**config.mk**
```make
export PLATFORM = sky130hd
export DESIGN_NAME = sseg_mux_disp
export DESIGN_NICKNAME = d
export VERILOG_FILES = /design/src/rtl/sseg_mux_disp.sv
export SDC_FILE = /design/constraint.sdc
export NUM_CORES = 1
export LEC_CHECK = 0
export ABC_CLOCK_PERIOD_IN_PS = 5500
export CORE_UTILIZATION = 55
export CTS_CLUSTER_SIZE = 20
export DETAILED_ROUTE_END_ITERATION = 7
export GPL_ROUTABILITY_DRIVEN = 0
export GPL_TIMING_DRIVEN = 1
export PLACE_DENSITY = 0.93
export RECOVER_POWER = 50
export REMOVE_ABC_BUFFERS = 1
export SETUP_SLACK_MARGIN = 0.1
export SYNTH_ARGS = -nofsm -noshare
export SYNTH_HDL_FRONTEND = slang
export SYNTH_SLANG_ARGS = --single-unit
```
**constraint.sdc**
```tcl
create_clock -name clk -period 5.5 [get_ports clk]
set_clock_uncertainty 0.1 [all_clocks]
set_input_delay 1.1 -clock clk [delete_from_list [all_inputs] [get_ports clk]]
set_output_delay 1.1 -clock clk [all_outputs]
set_load 0.05 [all_outputs]
```
**src/rtl/sseg_mux_disp.sv**
```systemverilog
// sseg_mux_disp
//   Drives three BCD digits onto one common-anode seven-segment bus.
//   The digits are shown one after another, one per time slot.
//   A snapshot of d2/d1/d0 is taken once per frame, so a frame never shows a mix
//   of old and new digits.
//   Extra display features:
//     - a guard interval with all anodes off at the start of every slot (anti-ghosting);
//     - optional leading-zero blanking;
//     - live per-digit decimal points.
//
// Parameters
//   REFRESH_DIV  clocks per digit slot (>= 2)
//   BLANK_CYC    guard clocks at the start of each slot with all anodes off (< REFRESH_DIV)
//
// Ports
//   clk         system clock, rising edge
//   rst_n       asynchronous active-low reset
//   d2,d1,d0    BCD digits; d2 is the most significant
//   dp_pos      decimal point enable per digit, active high, sampled live
//   lzb         1 = suppress leading zeros on d2/d1
//   an          anode enables, active low, bit i = digit i
//   sseg        segments, active low, [7]=dp, [6:0]=g..a
//   frame_tick  one-clock pulse in the first cycle of each frame (not the first frame)
//
// Slot sequencer (idx_q)
//   state | meaning
//   SLOT0 | digit 0 (least significant) owns the bus
//   SLOT1 | digit 1 owns the bus
//   SLOT2 | digit 2 owns the bus; snapshot is loaded on its last cycle

module sseg_mux_disp #(
    parameter int REFRESH_DIV = 50000,
    parameter int BLANK_CYC   = 500
) (
    input  logic       clk,
    input  logic       rst_n,
    input  logic [3:0] d2,
    input  logic [3:0] d1,
    input  logic [3:0] d0,
    input  logic [2:0] dp_pos,
    input  logic       lzb,
    output logic [2:0] an,
    output logic [7:0] sseg,
    output logic       frame_tick
);

    localparam int CNT_W = (REFRESH_DIV > 2) ? $clog2(REFRESH_DIV) : 1;
    localparam logic [CNT_W-1:0] CNT_LAST  = CNT_W'(REFRESH_DIV - 1);
    localparam logic [CNT_W-1:0] CNT_BLANK = CNT_W'(BLANK_CYC);

    localparam logic [1:0] SLOT0 = 2'd0;
    localparam logic [1:0] SLOT1 = 2'd1;
    localparam logic [1:0] SLOT2 = 2'd2;

    logic [CNT_W-1:0] cnt_q, cnt_d;
    logic [1:0]       idx_q, idx_d;
    logic [11:0]      snap_q, snap_d;
    logic [2:0]       an_q, an_d;
    logic [7:0]       sseg_q, sseg_d;
    logic             frame_tick_q, frame_tick_d;

    logic             cnt_wrap;
    logic [3:0]       digit_val;
    logic             digit_dp;
    logic             digit_blank;
    logic             blank2;
    logic             blank1;
    logic [6:0]       seg7;

    // State register
    always_ff @(posedge clk or negedge rst_n) begin
        if (!rst_n) begin
            cnt_q        <= '0;
            idx_q        <= SLOT0;
            snap_q       <= '0;
            an_q         <= 3'b111;
            sseg_q       <= 8'hFF;
            frame_tick_q <= 1'b0;
        end else begin
            cnt_q        <= cnt_d;
            idx_q        <= idx_d;
            snap_q       <= snap_d;
            an_q         <= an_d;
            sseg_q       <= sseg_d;
            frame_tick_q <= frame_tick_d;
        end
    end

    // Next-state: prescaler, slot sequencer, snapshot
    always_comb begin
        cnt_wrap     = (cnt_q == CNT_LAST);
        cnt_d        = cnt_wrap ? '0 : cnt_q + 1'b1;
        idx_d        = idx_q;
        snap_d       = snap_q;
        frame_tick_d = 1'b0;
        if (cnt_wrap) begin
            case (idx_q)
                SLOT0:   idx_d = SLOT1;
                SLOT1:   idx_d = SLOT2;
                default: idx_d = SLOT0;
            endcase
            if (idx_q == SLOT2) begin
                // Frame boundary: latch the next frame's digits.
                // The tick flop then goes high together with cnt=0/idx=0.
                snap_d       = {d2, d1, d0};
                frame_tick_d = 1'b1;
            end
        end
    end

    // Output: select, blank and decode the digit owning the current slot.
    // The result is registered, so the pins lag cnt/idx by one clock.
    always_comb begin
        blank2 = lzb && (snap_q[11:8] == 4'd0);
        blank1 = blank2 && (snap_q[7:4] == 4'd0);

        digit_val   = snap_q[3:0];
        digit_dp    = dp_pos[0];
        digit_blank = 1'b0;
        case (idx_q)
            SLOT1: begin
                digit_val   = snap_q[7:4];
                digit_dp    = dp_pos[1];
                digit_blank = blank1;
            end
            SLOT2: begin
                digit_val   = snap_q[11:8];
                digit_dp    = dp_pos[2];
                digit_blank = blank2;
            end
            default: begin
                digit_val   = snap_q[3:0];
                digit_dp    = dp_pos[0];
                digit_blank = 1'b0;
            end
        endcase

        case (digit_val)
            4'd0:    seg7 = 7'b1000000;
            4'd1:    seg7 = 7'b1111001;
            4'd2:    seg7 = 7'b0100100;
            4'd3:    seg7 = 7'b0110000;
            4'd4:    seg7 = 7'b0011001;
            4'd5:    seg7 = 7'b0010010;
            4'd6:    seg7 = 7'b0000010;
            4'd7:    seg7 = 7'b1111000;
            4'd8:    seg7 = 7'b0000000;
            4'd9:    seg7 = 7'b0010000;
            default: seg7 = 7'b0111111;   // invalid BCD shows '-'
        endcase

        // The guard interval and blanked digits both leave the bus fully dark.
        // A blanked digit also loses its decimal point.
        if ((cnt_q < CNT_BLANK) || digit_blank || (idx_q == 2'd3)) begin
            an_d   = 3'b111;
            sseg_d = 8'hFF;
        end else begin
            an_d   = ~(3'b001 << idx_q);
            sseg_d = {~digit_dp, seg7};
        end
    end

    assign an         = an_q;
    assign sseg       = sseg_q;
    assign frame_tick = frame_tick_q;

endmodule

```
==> results.md <==
* Outcome: complete, but fails checks
* Failing checks: capacitance limit, slew limit
* Area contributors post-synth: dfrtp_1 (38%), dfstp_2 (14%), mux2_4 (7.3%)
* DP Area at 2365 um2
* DRC at 0
* Top-area cell type share of the netlist area at 37.80%
* Final core utilization at 71.61%
* LEAKAGE at 1.088 nW
* R2r setup slk at 2.71 ns
* First-pass GRT wire length at 6430 um
* Seq cells post-synth at 42
* Synth Area per Inst at 11.59 um2
* Chip height at 63.08 um
* Slew Limit Headroom at -39.23%
* Reg-to-Reg Start: cnt_q[12]
* Hold buffer count at CTS at 0
* FF/Latch Area at 1065 um2
* Synth Warn # at 0
* Max clock buf depth at 2
* Fin crit period at 2.805 ns
* Power Internal at 0.4497 mW
* Setup crit start kind: register
* Ys async rst share at 100.0%
* Clock slew at reported path FFs at 0.08 ns
* Mapped Cells at 177
* Sequential share of power at 55.9%
* Crit path DAT at 1.60 ns
* Power, Total at 0.5679 mW
* I/O pin total at 30
* Setup violators final at 0
* Fmax at 356.5 MHz
* Slew of the pin with the lowest slew margin at 2.088 ns
* Initial Util at 59.61%
* WHS Path Cells at 1
* Aggregate negative setup slack at 0 ns
* Multi-input gate area at 942.2 um2
* Final WL at 3637 um
* Logic gate share of total power at 6.0%
* Die Wd at 63.08 um
* MaxCap Viol Count at 1
* Clock Power Share at 38.1%
* Filler cells at 248
* Critical-path maximum fanout at 1
* Routed vias at 1452
* Synth cell types at 37
* Most used DFF post-synth: dfrtp_1
* ANT nets after route at 0
* Port Buffers at 29
* Worst Path Required at 4.30 ns
* Setup Crit Path Kind: reg2out
* CP Cell Sequence: clkdlybuf4s50_1
* Rows at 21
* Synth area leader: dfrtp_1
* Clk root buf: clkbuf_8
* DRT Pass-1 Iters at 4
* Hold WC Path Type: reg2reg
* Hold path startpoint: cnt_q[0]
* CP Buf/Inv Count at 1
* Most numerous cell in the Yosys netlist: dfrtp_1
* H-tree lvl count at 2
* Vias in the first global route at 1364
* Slowest stage delay, CP at 0.79 ns
* Largest net degree at the start of global routing at 43
* Worst vdd ir at 0.0002629 V
* Power Dens Cells at 230.4 nW/um2
* Share of layout cells above drive strength 1 at 15.38%
* Reg-to-reg endpoint: snap_q[2]
* Min Hold Slack at 0.4004 ns
* Hold path endpoint: cnt_q[0]
* Wire per inst at 14.32 um
* Core area at 3442 um2
* CTS tree: built
* Overall routing resource usage at 21.36%
* Post-CTS Setup Bufs at 0
* Area grow syn2layout at 20.12%
* Hold Fails Final Rpt at 0
* Clock latency on the worst-skew pair at 0.30 ns
* Post-synth EDFFs at 0
* Crit-path leading delay family: buffers and inverters
* Total CTS buffers at 5
* Gr ovfl total at 0
* DP HPWL at 2615 um
* Initial DRC Count at 57
* Period utilization at 51.00%
* Fin. max-slew vios at 43
* # clock sinks at 42
* Antenna Cells at 0
* CTS resizes at 0
* RSZ-0062 raised after global routing: no
* Critical Path Slowest Stage Cell: clkdlybuf4s50_1
* Die area at 3979 um2
* Finished Cell Area at 2465 um2
* Top post-synthesis cells by count: dfrtp_1 (31), nor2_1 (12), dfstp_2 (11)
* Switch share at 20.81%
* Vias per cell at 5.717
* Sequential fraction of the synthesis area at 51.89%
* Initial antenna violation count at 0
* FF-to-FF path depth at 4
* Crit path capture type: output port
* Sw Pwr at 0.1182 mW
* Nets@finish at 235
* Synth Cell Area at 2052 um2
## registers in the layout (all words and copies together) (netlist names)
signal and cells:
cnt_q 16, snap_q 12, sseg 8, an 3, idx_q 2, frame_tick 1
## cell usage in the layout (no fill, tap or decap), drive strengths merged
master,instances
and4,1
o21ai,7
nor4,4
xor2,8
nand2,11
and3,5
or4,2
dfstp,11
mux2i,1
a21o,3
a21oi,7
inv,4
clkbuf,9
a211oi,4
nand4b,1
nor2b,1
ha,10
dfrtp,31
and2,1
xnor2,4
or3,2
or4bb,1
o31ai,1
clkdlybuf4s50,28
nor3,2
o211a,1
a22oi,5
nand4,7
nor2,12
mux2,12
o211ai,2
nand3,10
## power groups by stage
stage / combinational (mW) / sequential [mW] / clock (mW)
final: 0.0341 / 0.317 / 0.216
after global routing: 0.0377 / 0.318 / 0.234
after CTS: 0.0347 / 0.317 / 0.221
after detailed placement: 0.0343 / 0.323 / 0
after global placement: 0.0333 / 0.323 / 0
after floorplan: 0.0142 / 0.322 / 0
## worst max-delay path by stage
stage              start          to  slack [ns]  depth (start not counted)
2_1_floorplan  cnt_q[12]  snap_q[10]        3.08                          4
3_3_place_gp         lzb     sseg[4]        2.51                          4
3_5_place_dp         lzb     sseg[6]        2.42                          4
4_1_cts          sseg[7]     sseg[7]        2.68                          1
5_1_grt            rst_n    idx_q[1]        2.37                          1
6_report         sseg[7]     sseg[7]        2.70                          1
## per-layer routing
metal  vias to the layer above  track usage [%]  part of all wire [%]
met3                         6            6.341                   4.2
met5                         -                0                     0
met4                         0            10.17                   1.9
li1                        702                -                     -
met2                        35            30.24                    46
met1                       709            29.88                    48
## cells by family after synthesis
group,count (synthesis),synth area share [%]
simple gates,60,16.40
flops,42,51.89
compound gates,30,9.390
mux,13,8.902
xor+xnor,12,5.122
buf+inv,10,2.194
fa+ha+maj,10,6.098
## per-stage QoR
stage                     setup WS, ns  cells
after floorplan                  3.080    171
after global placement           2.508    246
after detailed placement         2.421    246
after CTS                        2.681    254
after global routing             2.368    254
final                            2.695    254
## final cells by class
| class | count | area share (%) |
|---|---|---|
| Tap cell | 46 | 2.335 |
| Multi-Input combinational cell | 125 | 38.22 |
| Sequential cell | 42 | 43.20 |
| Clock buffer | 8 | 4.112 |
| Timing Repair Buffer | 29 | 11.52 |
| Inverter | 4 | 0.6091 |
(Power assumes the default switching activity.)
